$ cat src/rtl/hazard_pkg.sv
// rtl/hazard_pkg.sv - shared types and defaults for the hazard scoreboard
package hazard_pkg;

  localparam int DEFAULT_NUM_REGS = 32;

  typedef enum logic [1:0] {
    FWD_RF    = 2'b00,
    FWD_EXMEM = 2'b01,
    FWD_MEMWB = 2'b10
  } fwd_sel_e;

  typedef enum logic {
    IDLE    = 1'b0,
    MD_BUSY = 1'b1
  } md_state_e;

endpackage

$ cat src/rtl/fwd_select.sv
// rtl/fwd_select.sv - priority forward-source match for one EX operand
module fwd_select
  import hazard_pkg::*;
#(
  parameter int REG_AW = 5
) (
  input  logic [REG_AW-1:0] src,
  input  logic              en,
  input  logic [REG_AW-1:0] exmem_rd,
  input  logic              exmem_we,
  input  logic [REG_AW-1:0] memwb_rd,
  input  logic              memwb_we,
  output fwd_sel_e          sel
);

  // The younger EX/MEM result shadows the older MEM/WB one.
  always_comb begin
    sel = FWD_RF;
    if (en && (src != '0)) begin
      if (exmem_we && (exmem_rd == src))      sel = FWD_EXMEM;
      else if (memwb_we && (memwb_rd == src)) sel = FWD_MEMWB;
    end
  end

endmodule

$ cat src/rtl/hazard_scoreboard.sv
// rtl/hazard_scoreboard.sv - forwarding, stall/bubble and MUL/DIV scoreboard; HAZARD_PERF_EN adds a stall counter
module hazard_scoreboard
  import hazard_pkg::*;
#(
  parameter int NUM_REGS = DEFAULT_NUM_REGS,
  parameter int REG_AW   = $clog2(NUM_REGS),
  parameter int MAX_LAT  = 16,
  parameter int CNT_W    = $clog2(MAX_LAT + 1)
) (
  input  logic              clk,
  input  logic              rst_n,
  input  logic              id_valid,
  input  logic [REG_AW-1:0] id_rs1,
  input  logic [REG_AW-1:0] id_rs2,
  input  logic              id_rs1_used,
  input  logic              id_rs2_used,
  input  logic [REG_AW-1:0] id_rd,
  input  logic              id_rd_we,
  input  logic              id_is_md,
  input  logic [CNT_W-1:0]  id_md_lat,
  input  logic              flush,
  input  logic [REG_AW-1:0] ex_rs1,
  input  logic [REG_AW-1:0] ex_rs2,
  input  logic              ex_is_mem,
  input  logic [REG_AW-1:0] ex_rd,
  input  logic              ex_we,
  input  logic              ex_is_load,
  input  logic [REG_AW-1:0] exmem_rd,
  input  logic              exmem_we,
  input  logic [REG_AW-1:0] memwb_rd,
  input  logic              memwb_we,
  output logic [1:0]        fwd_a,
  output logic [1:0]        fwd_b,
  output logic [1:0]        fwd_st,
  output logic              pc_write,
  output logic              ifid_write,
  output logic              bubble,
  output logic              md_busy,
  output logic [31:0]       perf_stall_cnt
);

  fwd_sel_e sel_a, sel_b, sel_st;

  fwd_select #(.REG_AW(REG_AW)) u_fwd_a (
    .src(ex_rs1), .en(1'b1),
    .exmem_rd(exmem_rd), .exmem_we(exmem_we), .memwb_rd(memwb_rd), .memwb_we(memwb_we),
    .sel(sel_a)
  );
  fwd_select #(.REG_AW(REG_AW)) u_fwd_b (
    .src(ex_rs2), .en(!ex_is_mem),
    .exmem_rd(exmem_rd), .exmem_we(exmem_we), .memwb_rd(memwb_rd), .memwb_we(memwb_we),
    .sel(sel_b)
  );
  fwd_select #(.REG_AW(REG_AW)) u_fwd_st (
    .src(ex_rs2), .en(ex_is_mem),
    .exmem_rd(exmem_rd), .exmem_we(exmem_we), .memwb_rd(memwb_rd), .memwb_we(memwb_we),
    .sel(sel_st)
  );

  assign fwd_a  = sel_a;
  assign fwd_b  = sel_b;
  assign fwd_st = sel_st;

  md_state_e            state, state_nxt;
  logic [NUM_REGS-1:0]  busy;
  logic [CNT_W-1:0]     cnt [NUM_REGS];
  logic [CNT_W-1:0]     md_cnt;
  logic [CNT_W-1:0]     lat_clamped;
  logic                 id_live, rs1_cnt, rs2_cnt;
  logic                 load_use, raw, waw, structural, stall, md_issue;

  always_comb begin
    lat_clamped = id_md_lat;
    if (id_md_lat == '0)                    lat_clamped = CNT_W'(1);
    else if (id_md_lat > CNT_W'(MAX_LAT))   lat_clamped = CNT_W'(MAX_LAT);
  end

  assign id_live    = id_valid && !flush;
  assign rs1_cnt    = id_live && id_rs1_used && (id_rs1 != '0);
  assign rs2_cnt    = id_live && id_rs2_used && (id_rs2 != '0);
  assign load_use   = ex_is_load && ex_we && (ex_rd != '0) &&
                      ((rs1_cnt && (ex_rd == id_rs1)) || (rs2_cnt && (ex_rd == id_rs2)));
  assign raw        = (rs1_cnt && busy[id_rs1]) || (rs2_cnt && busy[id_rs2]);
  assign waw        = id_live && id_rd_we && (id_rd != '0) && busy[id_rd];
  assign structural = id_live && id_is_md && (state == MD_BUSY);
  assign stall      = load_use || raw || waw || structural;
  assign md_issue   = id_live && id_is_md && id_rd_we && !stall;

  // Register 0 is never marked busy, so writes to x0 only occupy the unit.
  always_ff @(posedge clk or negedge rst_n) begin
    if (!rst_n) begin
      busy <= '0;
      for (int r = 0; r < NUM_REGS; r++) cnt[r] <= '0;
    end else begin
      for (int r = 1; r < NUM_REGS; r++) begin
        if (md_issue && (id_rd == REG_AW'(r))) begin
          busy[r] <= 1'b1;
          cnt[r]  <= lat_clamped;
        end else if (cnt[r] != '0) begin
          cnt[r] <= cnt[r] - 1'b1;
          if (cnt[r] == CNT_W'(1)) busy[r] <= 1'b0;
        end
      end
    end
  end

  always_ff @(posedge clk or negedge rst_n) begin
    if (!rst_n)              md_cnt <= '0;
    else if (md_issue)       md_cnt <= lat_clamped;
    else if (md_cnt != '0)   md_cnt <= md_cnt - 1'b1;
  end

  always_ff @(posedge clk or negedge rst_n) begin
    if (!rst_n) state <= IDLE;
    else        state <= state_nxt;
  end

  always_comb begin
    state_nxt = state;
    case (state)
      IDLE:    if (md_issue) state_nxt = MD_BUSY;
      MD_BUSY: if (md_cnt <= CNT_W'(1)) state_nxt = IDLE;
      default: state_nxt = IDLE;
    endcase
  end

  always_comb begin
    md_busy    = (state == MD_BUSY);
    pc_write   = !stall;
    ifid_write = !stall;
    bubble     = stall;
  end

`ifdef HAZARD_PERF_EN
  logic [31:0] stall_cnt_q;

  always_ff @(posedge clk or negedge rst_n) begin
    if (!rst_n)     stall_cnt_q <= '0;
    else if (stall) stall_cnt_q <= stall_cnt_q + 32'd1;
  end

  assign perf_stall_cnt = stall_cnt_q;
`else
  assign perf_stall_cnt = '0;
`endif

endmodule

$ cat config.mk
export PLATFORM = sky130hd
export DESIGN_NAME = hazard_scoreboard
export DESIGN_NICKNAME = d
export VERILOG_FILES = /design/src/rtl/hazard_pkg.sv /design/src/rtl/fwd_select.sv /design/src/rtl/hazard_scoreboard.sv
export SDC_FILE = /design/constraint.sdc
export NUM_CORES = 1
export LEC_CHECK = 0
export CAP_MARGIN = 20
export CORE_AREA = 2 2 174 176
export DETAILED_ROUTE_END_ITERATION = 10
export DIE_AREA = 0 0 176 178
export GPL_TIMING_DRIVEN = 0
export SYNTH_ARGS = -nofsm -noshare
export SYNTH_HDL_FRONTEND = slang
export SYNTH_HIERARCHICAL = 1
export SYNTH_SLANG_ARGS = --single-unit
$ cat constraint.sdc
create_clock -name clk -period 4.35 [get_ports clk]
set_input_delay 1.0875 -clock clk [delete_from_list [all_inputs] [get_ports clk]]
set_output_delay 1.0875 -clock clk [all_outputs]
set_load 0.05 [all_outputs]
* Word level (Yosys, flattened, before mapping)
Index checks and enable logic that the tools add are counted.
** Storage, ports and cells
- Register bits :: 192
- Input port bits :: 58
- Logic and storage cells :: 542
** Operators by class
- Add/sub/neg operators :: 32
- $lt $le $gt $ge :: 5
- Equality and inequality tests :: 68
- Multiplexer cells :: 175
- Bitwise gates (word level) :: 1
- Reductions and logical operators :: 197
** Operator list (number)
- $mux W5 :: 66
- $reduce_bool A5 Y1 :: 38
- $eq A5 B1 Y1 const B :: 32
- $sub A5 B1 Y5 const B :: 32
- $reduce_bool A2 Y1 :: 63
- $mux W1 :: 98
- $eq A5 B5 Y1 const B :: 16
- $reduce_and A2 Y1 :: 31
- $logic_and A1 B1 Y1 :: 56
- $eq A5 B4 Y1 const B :: 8
- $eq A5 B5 Y1 :: 6
- $eq A5 B3 Y1 const B :: 4
- $lt A5 B6 Y1 const B :: 3
- $bmux W1 S5 :: 3
- $mux W2 :: 7
- $eq A5 B2 Y1 const B :: 2
- $gt A5 B5 Y1 const B :: 1
- $le A5 B1 Y1 const B :: 1
- $logic_not A5 Y1 :: 1
- $logic_or A1 B1 Y1 :: 5
- $logic_not A1 Y1 :: 3
- $pmux W1 S2 :: 1
- $not A1 Y1 :: 1

* Logic depth before layout (Yosys ltp)
- Depth in word-level cells :: 15
- Gate-level depth with buffers :: 10

* Hierarchy
The synthesis kept the hierarchy.
** Modules (own cells, without submodules)
- hazard_scoreboard :: instances 1, cells an instance 1278, area an instance 12687.2 um2, sequential area each 4804.6 um2
- fwd_select :: instances 3, cells an instance 18, area an instance 146.4 um2, sequential area each 0.0 um2

* Least setup slack after synthesis
Ideal clock, no wire load.
- Path type :: input-to-output
- Start point :: input port id_rs2[0]
- End point :: output port bubble
- Arrival time :: 3.937 ns
- Path slack :: -0.674 ns
- Stages :: 8
- Path buffers :: 2
- Path through :: buf_2 > mux4_2 > mux2_2 > a221oi_1 > a211oi_1 > clkbuf_1 > nor2_1 > inv_1
** Between the ends
- Longest elaborated chain between the ends :: 8
- Elaborated cells on any way between the ends :: 13
- Classes of those cells :: 1 x eq/ne; 2 x mux; 10 x reduce/logical
** Ends and longest elaborated chain
- start, declared :: line hazard_scoreboard.sv:14 : input logic [REG_AW-1:0] id_rs2,
- parallel branches: the longest is 5 deep, another holds $bmux W1 S5
- $logic_or A1 B1 Y1 (*) (3 in a row) :: line hazard_scoreboard.sv:86 : assign stall = load_use || raw || waw || structural;
- end, declared :: line hazard_scoreboard.sv:37 : output logic bubble,
Every way passes the cells marked *. The select of a mux whose other input is x is not followed.

* Worst setup path after layout
- Start point :: input port id_rs1[1]
- End point :: output port bubble
** Between the ends
- Longest elaborated chain between the ends :: 8
- Elaborated cells on any way between the ends :: 13
- Classes of those cells :: 1 x eq/ne; 2 x mux; 10 x reduce/logical
** Ends and longest elaborated chain
- start, declared :: line hazard_scoreboard.sv:13 : input logic [REG_AW-1:0] id_rs1,
- parallel branches: the longest is 5 deep, another holds $bmux W1 S5
- $logic_or A1 B1 Y1 (*) (3 in a row) :: line hazard_scoreboard.sv:86
Marks and branches as above.

==> results.toml <==
[outcome]
outcome = "completed"

[cells_and_area]
nets = 1608
n_antenna_cell = 0
layout-drive-gt1-share = 0.1111
final_common_cell = "nand2_1"
areaGrowthSynthToFinish_pct = 16.16
final_cell_mix = "nand2_1 (215), dfrtp_1 (192), mux2i_1 (136), ha_1 (96), xor2_1 (75)"
fillers = 2703

[sta]
rsz0062_at_grt = "yes"
slew_headroom = 0.3656
slew_violations = 0
setup_viol = 0
period_minus_slack_ns = 4.314
post-route-period-util = 0.9917
hold_viol_final = 0
max_freq_ghz = 0.2318
tightest_slew_ns = 0.9384
fin_worst_skew_ns = 0.01573
timing.hold.ws_ns = 0.5282
tns_ns = 0

[global_routing]
grt_pass1_vias = 9482
busiest_layer = "met2"
grt_pass1_wl_mm = 50.13
grtUsageMet3 = 0.03112
overflow = 0
grt_max_degree = 103
gr-usage-met1 = 0.2651
grtUsageTotal = 0.2030
use_met2 = 0.3563
antenna_found_initial = 0

[cts]
htreeDepth = 4
cts_tree = "built"
clkTransAtPathRegs_ns = 0.07
clk_latency_ns = 0.45
root_buffer = "clkbuf_16"
cts_buffers = 17
clock_tree.buffer_depth = 2
clock-sinks = 192

[placement]
dp_hpwl_mm = 21.92
gp_congestion = 0.9135
portBuffers = 63

[worst_setup_path]
crit_chain = "buf_2 > buf_8 > mux2_4 > a221o_1 > a32oi_2 > o221ai_2 > a211o_1 > buf_8 > nor2_4 > clkinvlp_4 > buf_8"
worstPathRequired_ns = 3.26
crit_arrival_ns = 3.23
path_class = "primary input to output port"
max_stage_delay_ns = 0.35
crit_slowest_cell = "a221o_1"
crit_path_end_kind = "output port"
worst_setup_path_start_kind = "primary input"
cp_common_cell = "buf_8"
cp_max_fo = 8

[logic_synthesis]
async_flop_share = 1.000
syn_area_sq_um = 13130
synth-edff-count = 0
synth_warnings = 8
synth-main-ff-cell = "dfrtp_1"
yosys.cell_types.count = 56
postSynthCellCount = 1332
synth_seq_cells = 192
ys_seq_area_frac = 0.3660
avgSynthCellArea_sq_um = 9.855

[job]
drv_cap = 0

[routing]
drt_iter0_drc = 575
dr.pass1.iters = 6
detail-route-antenna-nets = 0
post_drt_wl_per_cell_microns = 16.40
drc = 0
vias_per_cell = 5.225
route.vias.total = 9702
wirelength_mm = 30.45

[floorplanning]
pin_count = 100
die_h_microns = 178
coreArea_sq_um = 29400
num_rows = 63
start_util = 0.4464
fp.dieArea_sq_um = 31330
fp.dieW_microns = 176

[worst_hold_path]
min_path_type = "flip-flop to flip-flop"

[pwr]
p_per_area_nw_per_um2 = 628.3
p_leak_nw = 7.744
ir_drop_uv = 307.9
[synthesized netlist by cell type (all sizes together), types with 3 or more instances]
master / n / area, sq um
nor4: 51 / 379.1
a31oi: 8 / 50.05
a221oi: 3 / 26.28
nor2: 65 / 244.0
nor3: 43 / 215.2
xor2: 75 / 656.9
mux2i: 138 / 1381
o21ai: 32 / 171.4
a21o: 5 / 37.54
a21oi: 17 / 85.08
dfrtp: 192 / 4805
mux4: 18 / 405.4
clkbuf: 26 / 98.84
inv: 71 / 266.5
a22o: 9 / 78.83
nor2b: 9 / 56.30
mux2: 46 / 521.8
nand2: 215 / 807.0
buf: 42 / 305.3
nand3: 24 / 125.1
a22oi: 10 / 75.07
nand3b: 34 / 255.2
nor3b: 4 / 45.05
xnor2: 58 / 508.0
or4: 11 / 93.84
nor4b: 6 / 52.55
o211ai: 3 / 22.52
ha: 96 / 1201
[area by class of cell]
type | instances | area (sq um) | share of cell area
flip-flops and latches | 192 | 4805 | 0.3151
multi-input cells | 1032 | 7861 | 0.5156
clock buffers | 17 | 425.4 | 0.02790
repair buffers | 72 | 700.7 | 0.04595
inverters | 71 | 270.3 | 0.01773
clock inverters | 15 | 214.0 | 0.01403
plain buffers | 68 | 483.0 | 0.03168
well taps | 390 | 488.0 | 0.03200
[registers in the layout, summed over array words and instances, names as in the netlist]
register and count:
md_busy 1, md_cnt 5, cnt 155, busy 31
[worst paths after layout]
| check | from | endpoint | slack [ns] | cells after the start |
|---|---|---|---|---|
| setup / recovery | id_rs1[1] | bubble | 0.04 | 11 |
| hold / removal | md_busy | md_busy | 0.53 | 2 |
| setup reg to reg | busy[19] | cnt[114] | 1.10 | 10 |
| hold reg to reg | md_busy | md_busy | 0.53 | 2 |
| max in group asynchronous | rst_n | cnt[14] | 2.79 | 2 |
| min in group asynchronous | rst_n | cnt[51] | 0.62 | 1 |
[where the power goes]
| group | leakage [nW] | switching (W) | internal [W] |
|---|---|---|---|
| clock network | 0.311 | 0.000805 | 0.000890 |
| logic | 5.11 | 0.00217 | 0.00212 |
| registers | 2.33 | 0.000883 | 0.00271 |
[critical path: cells and delay by family]
kind | cells | cell delay, ns
AO/OA/AOI/OAI | 4 | 0.97
buffers and inverters | 5 | 0.66
multiplexers | 1 | 0.30
AND/OR/NAND/NOR | 1 | 0.20
[logic make-up (layout without fill, tap and decap cells)]
| family | count (synthesis) | after routing | synth area share |
|---|---|---|---|
| AO/OA/AOI/OAI | 97 | 97 | 0.04852 |
| XOR/XNOR | 133 | 133 | 0.08874 |
| adder cells (fa/ha/maj) | 96 | 96 | 0.09151 |
| buffers and inverters | 139 | 243 | 0.05109 |
| flip-flops | 192 | 192 | 0.3660 |
| multiplexers | 202 | 202 | 0.1759 |
| other | 2 | 33 | 0.0005721 |
| AND/OR/NAND/NOR | 471 | 471 | 0.1777 |
[metrics by stage]
| stage | worst slack [ns] | total power [W] | instances | area, sq um | utilization |
|---|---|---|---|---|---|
| final | 0.03594 | 0.009580 | 1857 | 15250 | 0.5186 |
| after global routing | -0.01666 | 0.01054 | 1857 | 15250 | 0.5186 |
| after CTS | 0.003448 | 0.009651 | 1856 | 15210 | 0.5174 |
| after detailed placement | -1.366 | 0.007875 | 1817 | 14450 | 0.4916 |
| after global placement | -6.275 | 0.007706 | 1816 | 14420 | 0.4904 |
| after floorplan | -0.01270 | 0.006922 | 1363 | 13300 | - |
[timing repair]
| item | in CTS | in global routing |
|---|---|---|
| buffers inserted | 7 | 1 |
| hold endpoints to repair | 0 | 0 |
| setup endpoints to repair | 6 | 6 |
| hold buffers | 0 | 0 |
| resized for setup | 76 | 25 |
| pin swaps | 10 | 8 |
[per-layer routing]
| layer | up-vias | share of wire | routed length [microns] |
|---|---|---|---|
| li1 | 4793 | - | - |
| met1 | 4719 | 0.46 | 14000 |
| met2 | 166 | 0.50 | 15170 |
| met3 | 24 | 0.030 | 928 |
| met4 | 0 | 0.011 | 350 |
| met5 | - | 0 | 0 |
Note: power is estimated with default switching activity, not from simulation.
